File: src/rtl/rec_pipe_pkg.sv
// Shared types and helpers for the recursive elastic pipeline rec_pipe.
package rec_pipe_pkg;

    localparam int MAX_DEPTH = 64;

    typedef struct packed {
        logic valid;
        logic ready;
    } stage_status_t;

    function automatic int cnt_w(input int depth);
        return (depth < 1) ? 1 : $clog2(depth + 1);
    endfunction

endpackage

File: src/rtl/rec_pipe_node.sv
// One register stage of rec_pipe; instantiates the rest of the chain below it.
// Optional flush input when REC_PIPE_FLUSH_EN is defined.
module rec_pipe_node
    import rec_pipe_pkg::*;
#(
    parameter int WIDTH = 8,
    parameter int LEVEL = 0,
    localparam int OCC_W = cnt_w(LEVEL + 1)
) (
    input  logic             clk,
    input  logic             rst_n,
`ifdef REC_PIPE_FLUSH_EN
    input  logic             flush,
`endif
    input  logic             up_valid,
    output logic             up_ready,
    input  logic [WIDTH-1:0] up_data,
    output logic             dn_valid,
    input  logic             dn_ready,
    output logic [WIDTH-1:0] dn_data,
    output logic [OCC_W-1:0] occ
);

    logic             v;
    logic [WIDTH-1:0] d;
    logic             fwd_ready;
    logic             flush_i;
    logic [OCC_W-1:0] tail_occ;
    stage_status_t    st;

`ifdef REC_PIPE_FLUSH_EN
    assign flush_i = flush;
`else
    assign flush_i = 1'b0;
`endif

    assign st.valid = v;
    assign st.ready = !v || fwd_ready;
    assign up_ready = st.ready && !flush_i;

    always_ff @(posedge clk or negedge rst_n) begin
        if (!rst_n) begin
            v <= 1'b0;
            d <= '0;
        end else if (flush_i) begin
            v <= 1'b0;
        end else if (up_valid && up_ready) begin
            v <= 1'b1;
            d <= up_data;
        end else if (st.valid && fwd_ready) begin
            v <= 1'b0;
        end
    end

    generate
        if (LEVEL == 0) begin : g_leaf
            assign fwd_ready = dn_ready;
            assign dn_valid  = v;
            assign dn_data   = d;
            assign tail_occ  = '0;
        end else begin : g_child
            localparam int CW = cnt_w(LEVEL);
            logic [CW-1:0] child_occ;

            rec_pipe_node #(
                .WIDTH (WIDTH),
                .LEVEL (LEVEL - 1)
            ) u_child (
                .clk      (clk),
                .rst_n    (rst_n),
`ifdef REC_PIPE_FLUSH_EN
                .flush    (flush),
`endif
                .up_valid (v),
                .up_ready (fwd_ready),
                .up_data  (d),
                .dn_valid (dn_valid),
                .dn_ready (dn_ready),
                .dn_data  (dn_data),
                .occ      (child_occ)
            );

            assign tail_occ = OCC_W'(child_occ);
        end
    endgenerate

    // Occupancy accumulates on the way back up the recursion.
    assign occ = tail_occ + OCC_W'(v);

endmodule

File: src/rtl/rec_pipe.sv
// Elastic valid/ready pipeline of DEPTH stages built from recursive rec_pipe_node.
// Optional flush input when REC_PIPE_FLUSH_EN is defined.
module rec_pipe
    import rec_pipe_pkg::*;
#(
    parameter int WIDTH = 8,
    parameter int DEPTH = 2,
    localparam int CNT_W = cnt_w(DEPTH)
) (
    input  logic             clk,
    input  logic             rst_n,
`ifdef REC_PIPE_FLUSH_EN
    input  logic             flush,
`endif
    input  logic             in_valid,
    output logic             in_ready,
    input  logic [WIDTH-1:0] in_data,
    output logic             out_valid,
    input  logic             out_ready,
    output logic [WIDTH-1:0] out_data,
    output logic [CNT_W-1:0] occupancy
);

    generate
        if (DEPTH == 0) begin : g_wire
            // No storage: the handshake passes straight through.
`ifdef REC_PIPE_FLUSH_EN
            assign in_ready  = out_ready && !flush;
            assign out_valid = in_valid && !flush;
`else
            assign in_ready  = out_ready;
            assign out_valid = in_valid;
`endif
            assign out_data  = in_data;
            assign occupancy = '0;
        end else begin : g_chain
            rec_pipe_node #(
                .WIDTH (WIDTH),
                .LEVEL (DEPTH - 1)
            ) u_head (
                .clk      (clk),
                .rst_n    (rst_n),
`ifdef REC_PIPE_FLUSH_EN
                .flush    (flush),
`endif
                .up_valid (in_valid),
                .up_ready (in_ready),
                .up_data  (in_data),
                .dn_valid (out_valid),
                .dn_ready (out_ready),
                .dn_data  (out_data),
                .occ      (occupancy)
            );
        end
    endgenerate

endmodule

File: config.mk
export PLATFORM = sky130hd
export DESIGN_NAME = rec_pipe
export DESIGN_NICKNAME = d
export VERILOG_FILES = /design/src/rtl/rec_pipe_pkg.sv /design/src/rtl/rec_pipe_node.sv /design/src/rtl/rec_pipe.sv
export SDC_FILE = /design/constraint.sdc
export NUM_CORES = 1
export LEC_CHECK = 0
export BUFFER_PORTS_ARGS = -buffer_cell sky130_fd_sc_hd__clkbuf_2
export CAP_MARGIN = 25
export CORE_MARGIN = 4
export CORE_UTILIZATION = 25
export CTS_CLUSTER_DIAMETER = 80
export DETAILED_ROUTE_END_ITERATION = 16
export GPL_TIMING_DRIVEN = 0
export PLACE_DENSITY = 0.53
export SLEW_MARGIN = 15
export SYNTH_ARGS = -nofsm -noshare
export SYNTH_HDL_FRONTEND = slang
export SYNTH_HIERARCHICAL = 1
export SYNTH_SLANG_ARGS = --single-unit
File: constraint.sdc
create_clock -name clk -period 1.73 [get_ports clk]
set_clock_uncertainty 0.1 [all_clocks]
set_input_delay 0.346 -clock clk [delete_from_list [all_inputs] [get_ports clk]]
set_output_delay 0.346 -clock clk [all_outputs]
set_load 0.005 [all_outputs]
==> metrics.txt, run 1 <==
Synth Area in XOR/XNOR=0%; max_cap viols=0; status=complete, no violations; Warnings, synthesis=6; # setup viols final=0; Tmin final=1.66 ns; Slew @ Worst Pin=approximately 0.44 ns; Cell Area, Synth=791 um2; DRT iter0 DRCs=2; clock-pin slew on the worst setup and hold paths=~0.10 ns; total track usage=6.89%; Vias per Instance=3.75; Area growth syn-to-layout=26.4%; LEAKAGE=0.508 nW; chip height=64.2 um; clock latency at the later pin of the worst-skew pair=approximately 0.28 ns; H-tree levels=1; Post-Syn Area per Cell=18.8 um2; Syn Nets=55; CP arrival=1.21 ns; Mapped Cells=42; compound-gate portion of the synthesized area=0%; Yosys cell types=7; CP Capture Type=output port; largest net degree at the start of global routing=19; via count=about 420; Synth top area share=about 57%; largest family of logic cells by synthesized area=multiplexers; worst hold margin=0.183 ns; TNS Setup=0 ns; DR pass1 iterations=4; post-CTS sizing=0; fmax=0.603 GHz; startpoint types=register; RSZ-0062 raised after global routing=no; Die Span X=64.2 um; final WL=1290 um; Multi-input gate area=333 um2; buffers added on ports=23; post-synthesis adder-cell area fraction=1.58%; CTS max path bufs=2; first-pass GRT wire length=~2200 um; sequential share of the synthesized area=57.0%; HPWL Detailed=1000 um; FP Rows=20; Synth area leader=dfrtp_1; vias in the first global route=481; period utilization=95.9%; mux cell area share after synthesis=30.4%; Root Buffer=clkbuf_4; total CTS buffers=3; maximum VDD drop=0.369 mV; die area=0.00413 mm2; initial core utilization=26.1%; worst path required time=1.28 ns; final hold viol count=0; top post-synthesis cells by area=dfrtp_1 57%, mux2_4 30%, nand2_8 5.1%; drt wl/cell=11.4 um; Seq. cell area=450 um2; pwr/cell area=between 1000 and 1500 mW/mm2; GR Overflow Total=0; simple-gate area share of the yosys netlist=10.1%; initial antenna violation count=0; Max-slew headroom=71.0%; fillers=306; share of layout cells above drive strength 1=68.1%; TritonCTS clock tree=built; nets=83; # IOs=24; clk sinks=18; Post-route DRC=0; worst hold-check path type=in2reg; GPL Wtd Cong=0.645; core area=0.00303 mm2; Final Max Slew Viols=0; antenna cells=0; setup bufs post-CTS=0; Post-DRT Antenna Nets=0; worst-path fanout max=4; number of synthesized register bits=18; CP Class=reg2out
-- worst max-delay path, stage by stage (launching register included) --
cell      delay, ns
dfrtp_1        0.49
ha_1           0.33
clkbuf_2       0.11
-- flip-flops by register name, indices dropped and copies added, names as in the netlist --
register	cells
g_chain.u_head/d	8
g_chain.u_head/v	1
g_chain.u_head/g_child.u_child/dn_valid	1
g_chain.u_head/g_child.u_child/dn_data	8
-- Yosys cell counts --
master / n
buf_4: 1
nand2b_1: 2
nand2_8: 2
ha_1: 1
dfrtp_1: 18
nand2b_4: 2
mux2_4: 16
-- worst paths after layout --
| kind | startpoint | depth (start not counted) | endpoint | slack (ns) |
|---|---|---|---|---|
| setup reg to reg | g_chain.u_head/g_child.u_child/dn_valid | 4 | g_chain.u_head/d[1] | 0.38 |
| setup / recovery | g_chain.u_head/v | 2 | occupancy[0] | 0.07 |
| hold / removal | in_data[6] | 2 | g_chain.u_head/d[6] | 0.18 |
| hold reg to reg | g_chain.u_head/g_child.u_child/dn_data[3] | 1 | g_chain.u_head/g_child.u_child/dn_data[3] | 0.42 |
| max in group asynchronous | rst_n | 2 | g_chain.u_head/g_child.u_child/dn_valid | 0.80 |
| min in group asynchronous | rst_n | 2 | g_chain.u_head/d[4] | 0.43 |
-- area by class of cell --
| class | instances | area share, % |
|---|---|---|
| flip-flops and latches | 18 | 45.1 |
| repair buffers | 24 | 12.5 |
| multi-input cells | 23 | 33.3 |
| clock buffers | 4 | 3.63 |
| well taps | 44 | 5.51 |
-- timing repair --
item,4_1_cts,5_1_grt
setup endpoints to repair,0,1
hold endpoints to repair,18,0
hold buffers,1,0
-- metal layers --
layer  GRT usage [%]  vias to the layer above  wire [um]
li1                -                      200          -
met1            8.28                      209        574
met2            10.6                       13        609
met3            2.99                        2         80
met4            3.17                        0         27
met5               0                        -          0
-- placed cells by master, fill, tap and decap left out --
master	count
dfrtp_1	18
clkbuf_4	3
ha_1	1
dlygate4sd3_1	1
nand2b_1	2
nand2b_4	2
clkbuf_2	23
clkbuf_8	1
mux2_4	16
nand2_8	2
-- report_power, final --
part	switching, mW	internal (mW)
clock network	0.118	0.128
logic	0.0869	0.172
registers	0.0511	0.501
total	0.256	0.801
-- logic make-up after synthesis --
logic type,count (synthesis)
simple gates,6
fa+ha+maj,1
flops,18
mux,16
buf+inv,1
-- through the flow --
stage / util [%] / setup WS [ns] / total power, mW / area (um2) / instances
2_1_floorplan: - / 0.414 / 0.720 / 791 / 42
4_1_cts: 33.3 / 0.0255 / 1.08 / 1010 / 114
5_1_grt: 33.0 / 0.0127 / 1.12 / 1000 / 113
3_3_place_gp: 31.7 / 0.301 / 0.819 / 961 / 109
3_5_place_dp: 31.7 / 0.290 / 0.827 / 961 / 109
6_report: 33.0 / 0.0713 / 1.06 / 1000 / 113
Power figures use the tool's default switching activity.
==> run 2, diff against run 1 <==
==> constraint.sdc (replaced) <==
create_clock -name clk -period 1.7 [get_ports clk]
set_clock_uncertainty 0.1 [all_clocks]
set_input_delay 0.34 -clock clk [delete_from_list [all_inputs] [get_ports clk]]
set_output_delay 0.34 -clock clk [all_outputs]
set_load 0.005 [all_outputs]
==> metrics.txt, run 2 (synthesized netlist as in run 1, its figures left out) <==
total CTS buffers=3; Final Max Slew Viols=0; Final Util=33.1%; WP buf/inv=1; # IOs=24; Clock Power Share=23.3%; Sw Ratio=24.2%; worst path required time=1.26 ns; Critical Path Slowest Stage Cell=dfrtp_2; Placed Area=961 um2; Vias per Instance=3.78; H-tree levels=1; clock latency at the later pin of the worst-skew pair=about 0.28 ns; initial antenna violation count=0; TritonCTS clock tree=built; drt wl/cell=around 11 um; worst hold-check path type=in2reg; status=complete, no violations; startpoint types=register; Post-DRT Antenna Nets=0; RSZ-0062 raised after global routing=no; initial core utilization=26.1%; CTS max path bufs=2; Die Span X=64.2 um; max_cap viols=0; CP Class=reg2out; # setup viols final=0; CP cell instances=ha_1, clkbuf_2; part of the power in registers=approximately 52%; first-pass GRT wire length=2190 um; largest net degree at the start of global routing=19; CP arrival=1.18 ns; CP Capture Type=output port; share of layout cells above drive strength 1=69.6%; clk sinks=18; Sw Pwr=0.260 mW; Max-slew headroom=71.1%; GPL Wtd Cong=0.645; vias in the first global route=slightly below 500; maximum VDD drop=0.376 mV; core area=0.00303 mm2; worst-path fanout max=4; DRT iter0 DRCs=2; fillers=~310; commonest non-fill, non-tap cell in the layout=clkbuf_2; nets=83; TNS Setup=0 ns; pwr/cell area=approximately 1100 mW/mm2; critical path's top delay family=flip-flops; die area=0.00413 mm2; FP Rows=20; period utilization=95.3%; clock-pin slew on the worst setup and hold paths=0.10 ns; chip height=64.2 um; setup bufs post-CTS=0; LEAKAGE=~0.51 nW; Slew @ Worst Pin=approximately 0.43 ns; via count=roughly 430; antenna cells=0; Area growth syn-to-layout=26.6%; Seq. cell area=between 400 and 500 um2; Final Cell Area=0.00100 mm2; Comb pwr share=between 20 and 25%; HPWL Detailed=1000 um; GR Overflow Total=0; final non-filler cell total=113; crit-path max cell delay=0.48 ns; Tmin final=1.62 ns; fmax=0.617 GHz; most frequent cells in the layout=23 x clkbuf_2, 17 x dfrtp_1, 16 x mux2_4, 3 x clkbuf_4; buffers added on ports=23; total track usage=about 7%; DR pass1 iterations=4; P_int=0.816 mW; final hold viol count=0; final WL=approximately 1300 um; Root Buffer=clkbuf_4; Post-route DRC=0; post-placement cell count=about 110; Multi-input gate area=~330 um2
==> run 2: final timing paths <==
check                                                     startpoint                                   endpoint  slack (ns)  cells after the start
max                                                 g_chain.u_head/v                               occupancy[0]        0.08                      2
min                                                       in_data[6]                        g_chain.u_head/d[6]        0.18                      2
max reg2reg                  g_chain.u_head/g_child.u_child/dn_valid                        g_chain.u_head/d[1]        0.36                      4
min reg2reg                g_chain.u_head/g_child.u_child/dn_data[3]  g_chain.u_head/g_child.u_child/dn_data[3]        0.42                      1
max in group asynchronous                                      rst_n                           g_chain.u_head/v        0.75                      2
min in group asynchronous                                      rst_n                        g_chain.u_head/d[4]        0.42                      2
==> run 2: metal layers <==
| layer | vias up | global-route usage [%] | wire, um |
|---|---|---|---|
| met5 | - | 0 | 0 |
| met4 | 0 | 3.17 | 27 |
| met3 | 2 | 2.99 | 80 |
| met2 | 13 | 10.6 | 612 |
| met1 | 212 | 8.28 | 566 |
| li1 | 200 | - | - |
==> run 2: power groups by stage <==
stage               Sequential (mW)  Clock, mW  Combinational, mW
detailed placement            0.571          0              0.271
CTS                           0.563      0.265              0.274
global placement              0.567          0              0.266
global route                  0.574      0.277              0.287
floorplan                     0.566          0              0.166
finish                        0.562      0.251              0.264
==> run 2: timing repair <==
item,in CTS,in global routing
setup endpoints to repair,0,1
gates resized for setup,0,1
hold buffers,1,0
hold endpoints to repair,18,0
==> run 2: layout make-up <==
| class | count | share of cell area (%) |
|---|---|---|
| timing repair buffer | 24 | 12.5 |
| clock buffer | 4 | 3.62 |
| tap | 44 | 5.50 |
| multi-input combinational | 23 | 33.2 |
| sequential | 18 | 45.1 |
==> run 2: through the flow <==
stage               setup WS [ns]  power (mW)  hold slack (ns)
CTS                       0.00151        1.10            0.167
floorplan                   0.390       0.732          -0.0556
finish                     0.0799        1.08            0.177
global placement            0.277       0.833            0.200
detailed placement          0.266       0.842            0.201
global route               0.0284        1.14            0.170
